==> config.mk <==
export PLATFORM = sky130hd
export DESIGN_NAME = regfile_alu_pipe
export DESIGN_NICKNAME = d
export VERILOG_FILES = /design/src/rtl/regalu_pkg.sv /design/src/rtl/regalu_alu_core.sv /design/src/rtl/regfile_alu_pipe.sv
export SDC_FILE = /design/constraint.sdc
export NUM_CORES = 1
export LEC_CHECK = 0
export CAP_MARGIN = 10
export CORE_MARGIN = 1
export CORE_UTILIZATION = 50
export CTS_CLUSTER_SIZE = 16
export DETAILED_ROUTE_END_ITERATION = 10
export PLACE_DENSITY = 0.68
export SYNTH_ARGS = -nofsm -noshare
export SYNTH_HDL_FRONTEND = slang
export SYNTH_SLANG_ARGS = --single-unit
==> constraint.sdc <==
create_clock -name clk -period 4.6 [get_ports clk]
set_input_delay 0.92 -clock clk [delete_from_list [all_inputs] [get_ports clk]]
set_output_delay 0.92 -clock clk [all_outputs]
set_load 0.1 [all_outputs]
==> src/rtl/regalu_pkg.sv <==
// Shared opcodes, flag bit positions, FSM states and control-word field helpers.
package regalu_pkg;

  localparam int OP_W = 5;

  localparam logic [OP_W-1:0] OP_NOP  = 5'd0;
  localparam logic [OP_W-1:0] OP_LOAD = 5'd1;
  localparam logic [OP_W-1:0] OP_MOV  = 5'd2;
  localparam logic [OP_W-1:0] OP_ADD  = 5'd3;
  localparam logic [OP_W-1:0] OP_SUB  = 5'd4;
  localparam logic [OP_W-1:0] OP_AND  = 5'd5;
  localparam logic [OP_W-1:0] OP_OR   = 5'd6;
  localparam logic [OP_W-1:0] OP_XOR  = 5'd7;
  localparam logic [OP_W-1:0] OP_NOT  = 5'd8;
  localparam logic [OP_W-1:0] OP_SHL  = 5'd9;
  localparam logic [OP_W-1:0] OP_SHR  = 5'd10;
  localparam logic [OP_W-1:0] OP_ADC  = 5'd11;
  localparam logic [OP_W-1:0] OP_CMP  = 5'd12;
  localparam logic [OP_W-1:0] OP_MUL  = 5'd13;

  // flags port is {V, C, N, Z}
  localparam int FLAG_Z = 0;
  localparam int FLAG_N = 1;
  localparam int FLAG_C = 2;
  localparam int FLAG_V = 3;

  // register-address fields sit above the opcode: slot 0 = dst, 1 = src_b, 2 = src_a
  localparam int SLOT_DST  = 0;
  localparam int SLOT_SRCB = 1;
  localparam int SLOT_SRCA = 2;

  typedef enum logic {IDLE_RUN, MUL_BUSY} state_t;

  function automatic int reg_field_lsb(input int reg_aw, input int slot);
    return OP_W + slot * reg_aw;
  endfunction

  function automatic int ctrl_width(input int reg_aw);
    return 3 * reg_aw + OP_W;
  endfunction

endpackage

==> src/rtl/regalu_alu_core.sv <==
// Single-cycle combinational ALU covering every opcode except MUL.
module regalu_alu_core
  import regalu_pkg::*;
#(
  parameter int DATA_W = 8
) (
  input  logic [DATA_W-1:0] a,
  input  logic [DATA_W-1:0] b,
  input  logic [OP_W-1:0]   op,
  input  logic              c_in,
  output logic [DATA_W-1:0] result,
  output logic [3:0]        flags,
  output logic              wr_en,
  output logic              res_en
);

  localparam int MSB = DATA_W - 1;

  logic [DATA_W:0] ext;
  logic            c;
  logic            v;

  // result, carry/borrow, overflow and write/report qualifiers per opcode
  always_comb begin
    ext    = '0;
    result = '0;
    c      = 1'b0;
    v      = 1'b0;
    wr_en  = 1'b0;
    res_en = 1'b1;
    case (op)
      OP_LOAD, OP_MOV: begin
        result = a;
        wr_en  = 1'b1;
      end
      OP_ADD, OP_ADC: begin
        ext    = {1'b0, a} + {1'b0, b} + {{DATA_W{1'b0}}, (op == OP_ADC) & c_in};
        result = ext[MSB:0];
        c      = ext[DATA_W];
        v      = (a[MSB] == b[MSB]) && (result[MSB] != a[MSB]);
        wr_en  = 1'b1;
      end
      OP_SUB, OP_CMP: begin
        // ext[DATA_W] is the borrow out of the subtraction
        ext    = {1'b0, a} - {1'b0, b};
        result = ext[MSB:0];
        c      = ext[DATA_W];
        v      = (a[MSB] != b[MSB]) && (result[MSB] != a[MSB]);
        wr_en  = (op == OP_SUB);
      end
      OP_AND: begin result = a & b; wr_en = 1'b1; end
      OP_OR:  begin result = a | b; wr_en = 1'b1; end
      OP_XOR: begin result = a ^ b; wr_en = 1'b1; end
      OP_NOT: begin result = ~a;    wr_en = 1'b1; end
      OP_SHL: begin
        result = {a[MSB-1:0], 1'b0};
        c      = a[MSB];
        wr_en  = 1'b1;
      end
      OP_SHR: begin
        result = {1'b0, a[MSB:1]};
        c      = a[0];
        wr_en  = 1'b1;
      end
      default: res_en = 1'b0;
    endcase
    flags         = '0;
    flags[FLAG_Z] = (result == '0);
    flags[FLAG_N] = result[MSB];
    flags[FLAG_C] = c;
    flags[FLAG_V] = v;
  end

endmodule

==> src/rtl/regfile_alu_pipe.sv <==
// Register file + two-stage ALU pipeline with an iterative shift-add multiplier.
//
// state    | meaning
// IDLE_RUN | accepting control words, single-cycle ops flow through stage 2
// MUL_BUSY | shift-add multiply iterating, ctrl_ready low
module regfile_alu_pipe
  import regalu_pkg::*;
#(
  parameter  int DATA_W = 8,
  parameter  int REG_AW = 3,
  localparam int CTRL_W = ctrl_width(REG_AW)
) (
  input  logic              clk,
  input  logic              rst_n,
  input  logic [DATA_W-1:0] in,
  input  logic [CTRL_W-1:0] control,
  input  logic              ctrl_valid,
  output logic              ctrl_ready,
  output logic [DATA_W-1:0] out,
  output logic              out_valid,
  output logic [3:0]        flags
);

  localparam int NREG  = 2 ** REG_AW;
  localparam int CNT_W = $clog2(DATA_W);

  logic [DATA_W-1:0] regs [NREG];

  logic [REG_AW-1:0] src_a, src_b, dst;
  logic [OP_W-1:0]   op;
  logic              accept;
  logic [DATA_W-1:0] opa, opb;

  logic              s2_valid;
  logic [OP_W-1:0]   s2_op;
  logic [REG_AW-1:0] s2_dst;
  logic [DATA_W-1:0] s2_a, s2_b;

  logic [DATA_W-1:0] alu_res;
  logic [3:0]        alu_flags;
  logic              alu_wr, alu_en;

  logic              wb_fire, wb_wr;
  logic [DATA_W-1:0] wb_res;
  logic [3:0]        wb_flags;

  state_t            state, state_nx;
  logic [CNT_W-1:0]  mul_cnt;
  logic [DATA_W-1:0] mul_acc, mul_mcand, mul_mplier, mul_acc_nx;
  logic [REG_AW-1:0] mul_dst;

  assign op     = control[OP_W-1:0];
  assign dst    = control[reg_field_lsb(REG_AW, SLOT_DST)  +: REG_AW];
  assign src_b  = control[reg_field_lsb(REG_AW, SLOT_SRCB) +: REG_AW];
  assign src_a  = control[reg_field_lsb(REG_AW, SLOT_SRCA) +: REG_AW];
  assign accept = ctrl_valid && ctrl_ready;

  assign mul_acc_nx = mul_acc + (mul_mplier[0] ? mul_mcand : '0);

  regalu_alu_core #(.DATA_W(DATA_W)) u_alu (
    .a      (s2_a),
    .b      (s2_b),
    .op     (s2_op),
    .c_in   (flags[FLAG_C]),
    .result (alu_res),
    .flags  (alu_flags),
    .wr_en  (alu_wr),
    .res_en (alu_en)
  );

  // stage-2 writeback selection; a finished multiply rides stage 2 with its product in s2_a
  always_comb begin
    wb_fire  = 1'b0;
    wb_wr    = 1'b0;
    wb_res   = alu_res;
    wb_flags = alu_flags;
    if (s2_valid) begin
      if (s2_op == OP_MUL) begin
        wb_fire          = 1'b1;
        wb_wr            = 1'b1;
        wb_res           = s2_a;
        wb_flags         = '0;
        wb_flags[FLAG_Z] = (s2_a == '0);
        wb_flags[FLAG_N] = s2_a[DATA_W-1];
      end else begin
        wb_fire = alu_en;
        wb_wr   = alu_wr;
      end
    end
  end

  // operand read with bypass of the value being written back at this same edge
  always_comb begin
    opa = regs[src_a];
    opb = regs[src_b];
    if (wb_wr && (s2_dst == src_a)) opa = wb_res;
    if (wb_wr && (s2_dst == src_b)) opb = wb_res;
  end

  // FSM next state and ready
  always_comb begin
    state_nx   = state;
    ctrl_ready = (state == IDLE_RUN);
    case (state)
      IDLE_RUN: if (accept && (op == OP_MUL)) state_nx = MUL_BUSY;
      MUL_BUSY: if (mul_cnt == '0) state_nx = IDLE_RUN;
      default:  state_nx = IDLE_RUN;
    endcase
  end

  // FSM state register
  always_ff @(posedge clk) begin
    if (!rst_n) state <= IDLE_RUN;
    else        state <= state_nx;
  end

  // register file, outputs, stage 2 and multiplier iteration
  always_ff @(posedge clk) begin
    if (!rst_n) begin
      for (int i = 0; i < NREG; i++) regs[i] <= '0;
      out        <= '0;
      flags      <= '0;
      out_valid  <= 1'b0;
      s2_valid   <= 1'b0;
      s2_op      <= OP_NOP;
      s2_dst     <= '0;
      s2_a       <= '0;
      s2_b       <= '0;
      mul_cnt    <= '0;
      mul_acc    <= '0;
      mul_mcand  <= '0;
      mul_mplier <= '0;
      mul_dst    <= '0;
    end else begin
      out_valid <= 1'b0;
      if (wb_fire) begin
        out_valid <= 1'b1;
        flags     <= wb_flags;
        if (wb_wr) begin
          regs[s2_dst] <= wb_res;
          out          <= wb_res;
        end
      end
      s2_valid <= 1'b0;
      if (accept) begin
        s2_op  <= op;
        s2_dst <= dst;
        s2_a   <= (op == OP_LOAD) ? in : opa;
        s2_b   <= opb;
        if (op == OP_MUL) begin
          mul_acc    <= '0;
          mul_mcand  <= opa;
          mul_mplier <= opb;
          mul_cnt    <= CNT_W'(DATA_W - 1);
          mul_dst    <= dst;
        end else begin
          s2_valid <= 1'b1;
        end
      end else if (state == MUL_BUSY) begin
        mul_acc    <= mul_acc_nx;
        mul_mcand  <= mul_mcand << 1;
        mul_mplier <= mul_mplier >> 1;
        mul_cnt    <= mul_cnt - 1'b1;
        if (mul_cnt == '0) begin
          s2_valid <= 1'b1;
          s2_op    <= OP_MUL;
          s2_dst   <= mul_dst;
          s2_a     <= mul_acc_nx;
        end
      end
    end
  end

endmodule

==> impl_results.md <==
* Pre-CTS setup slack at 0.6034 ns
* PwrDens at 343.4 nW/um2
* I/O pin total at 39
* Clk_lat worst skew at 0.43 ns
* Async SR Flop Fraction at 0
* Layout cells sized above 1 at 0.1403
* Leak at 3.518 nW
* Worst path required time at 4.90 ns
* Dpl cell area at 9143 um2
* Met3 GRT Util at 0.04909
* Total CTS buffers at 17
* #FFs+latches synth at 133
* Setup ws final at 0.5168 ns
* Met1 GRT Util at 0.4036
* H-tree Lvls at 4
* Setup TNS at 0 ns
* Peak Freq at 0.2449 GHz
* DR iter-0 viols at 643
* Core Region at 16760 um2
* Max-cap violations at 0
* Crit path kind: reg2reg
* Slowest cell on crit path: nor4_4
* Most used DFF post-synth: dfxtp_1
* # setup viols final at 0
* Hold_buf cts at 0
* Most frequent cell on the critical path: fa_1
* Arr. time, crit path at 4.38 ns
* Ys Warns at 0
* Clock Skew at 0.01034 ns
* Minimum clock period at 4.083 ns
* GRT Total Usage at 0.2990
* CTS root buffer: clkbuf_16
* Area growth, synth to finish at 13.05%
* Clock sink count at 133
* Finished Cell Area at 9774 um2
* Synth unique cells at 95
* Longest Clk Path Bufs at 2
* Syn Inst Count at 906
* Starting Density at 0.5159
* Post-layout util at 0.5832
* TritonCTS clock tree: yes
* EDFF count, synth at 64
* Max_slew headroom at 0.3369
* Site row count at 47
* Cell Chain, Critical Path: and4bb_1 > buf_4 > nand3_1 > fa_1 > fa_1 > nand2b_1 > a211oi_1 > mux2_2 > o311ai_1 > nor4_4 > a211o_1 > a21oi_1
* Vias in the first global route at 7104
* Seq/Total Area, Yosys at 0.3821
* Postcts setup bufs at 0
* GPL Wtd Cong at 0.9882
* Status: complete, no violations
* Total wire length at 25730 um
* Die width at 133.5 um
* Largest net degree at the start of global routing at 35
* Final Cycle Share at 0.8876
* Clk slew on worst S/H paths at 0.06 ns
* Number of remaining DRC errors at 0
* Vias/cell at 6.392
* Busiest grt layer: met2
* Final Hold Fails at 0
* CP peak stage delay at 0.73 ns
* Tot Pwr at 3.357 mW
* Avg Cell Area, Syn at 9.543 um2
* Fill count at 1479
* Final ANT Viol Nets at 0
* Hold Path Class: reg2reg
* Worst-Margin Slew at 0.9947 ns
* CP startpoint kind: flop
* PostCTS Resize Cnt at 0
* Post-layout nets at 983
* DP HPWL at 18280 um
* DR vias at 7383
* First-pass GRT wire length at 40070 um
* Max-slew violation count at 0
* Full die area at 17820 um2
* I/O Buffers at 38
* Crit-path max FO at 16
* VDD IR max at 0.2725 mV
* Syn_nets at 968
* Syn Std Cell Area at 8646 um2
* Met2 usage at 0.4742
* Drt wl/cell at 22.28 um
* Initial antenna violation count at 0
* Die height at 133.5 um
* TritonRoute pass-1 iters at 7
* Worst Setup End Kind: flop
* Congestion Overflow GR at 0
* RSZ-0062 raised after global routing: false
-- cell type report --
type | count | area (um2) | area share
clock inverter | 8 | 82.58 | 0.008449
sequential | 133 | 3303 | 0.3379
tap | 220 | 275.3 | 0.02816
inverter | 39 | 146.4 | 0.01498
multi-input combinational | 664 | 4827 | 0.4939
timing repair buffer | 66 | 590.6 | 0.06042
clock buffer | 24 | 546.8 | 0.05594
antenna | 1 | 2.502 | 0.0002560
-- layout by cell type, fill, tap and decap left out, types with 7 or more instances in the layout --
cell type        Yosys  final
and2_1              12     12
a211o_1              7      7
o211ai_1             8      8
nand2_1             78     78
a21o_1               7      7
nor2_1             107    107
or3_1                7      7
buf_4                5     28
dfxtp_1             69     69
a211oi_1            26     26
xnor2_1             11     11
clkbuf_16            0     20
edfxtp_1            64     64
o21ai_0             37     37
nor4_1               8      8
nor3_1              20     20
mux2_2               7      7
inv_1               39     39
clkdlybuf4s50_1      0     38
mux4_2              32     32
a21oi_1             67     67
nand2b_1             8      8
a31oi_1              7      7
and3_1               7      7
nand3_1             30     30
ha_1                33     33
nor2b_1             21     21
-- registers in the layout, indices dropped and copies added, names as in the netlist --
register	flops
regs	64
mul_acc	8
mul_mcand	8
mul_mplier	8
out	8
s2_a	8
s2_b	8
s2_op	5
flags	4
mul_cnt	3
mul_dst	3
s2_dst	3
out_valid	1
s2_valid	1
state	1
-- report_power, final --
group	switching [mW]	leakage, nW	internal [mW]
Combinational	0.387	1.98	0.219
Sequential	0.0503	1.22	1.28
Clock	0.529	0.311	0.889
Total	0.966	3.52	2.39
-- through the flow --
step | instances | hold WS [ns]
floorplan | 906 | 0.4360
global placement | 1122 | 0.4429
detailed placement | 1122 | 0.4473
CTS | 1154 | 0.4559
global route | 1154 | 0.4749
finish | 1155 | 0.4554
-- final timing paths --
check / start / to / slack (ns) / cells past startpoint
setup / recovery: s2_op[4]$_SDFFE_PN0P_ / s2_b[6]$_SDFFE_PN0P_ / 0.52 / 12
hold / removal: mul_dst[1]$_SDFFE_PN0P_ / mul_dst[1]$_SDFFE_PN0P_ / 0.46 / 2
setup reg to reg: s2_op[4]$_SDFFE_PN0P_ / s2_b[6]$_SDFFE_PN0P_ / 0.52 / 12
hold reg to reg: mul_dst[1]$_SDFFE_PN0P_ / mul_dst[1]$_SDFFE_PN0P_ / 0.46 / 2
-- kinds of logic (layout without fill, tap and decap cells) --
kind of cell | count (synthesis) | count (layout) | synth area share
AND/OR/NAND/NOR | 331 | 331 | 0.1923
AO/OA/AOI/OAI | 233 | 233 | 0.1893
flip-flops | 133 | 133 | 0.3821
buffers and inverters | 109 | 137 | 0.05963
multiplexers | 45 | 45 | 0.1006
adder cells (fa/ha/maj) | 37 | 37 | 0.05702
XOR/XNOR | 18 | 18 | 0.01910
other | 0 | 1 | 0
-- critical path, delay by kind of cell (launching register included) --
family / cells / cell delay, ns
compound gates: 4 / 0.80
flops: 1 / 0.47
fa+ha+maj: 2 / 0.89
buf+inv: 1 / 0.18
mux: 1 / 0.21
simple gates: 4 / 1.38
-- cell usage after synthesis (all sizes together) (26+ instances only) --
| cell type | n | area (um2) |
|---|---|---|
| nor2 | 108 | 407.9 |
| nand2 | 78 | 292.8 |
| a21oi | 70 | 369.1 |
| dfxtp | 69 | 1381 |
| edfxtp | 64 | 1922 |
| o21ai | 41 | 205.2 |
| inv | 39 | 146.4 |
| clkbuf | 38 | 142.6 |
| ha | 33 | 412.9 |
| buf | 32 | 226.5 |
| mux4 | 32 | 720.7 |
| nand3 | 30 | 150.1 |
| a211oi | 26 | 195.2 |
-- per-layer routing --
metal / part of all wire / up-vias
met3: 0.073 / 63
li1: - / 3385
met5: 0 / -
met2: 0.46 / 370
met4: 0.033 / 0
met1: 0.43 / 3565
Power figures use the tool's default switching activity.
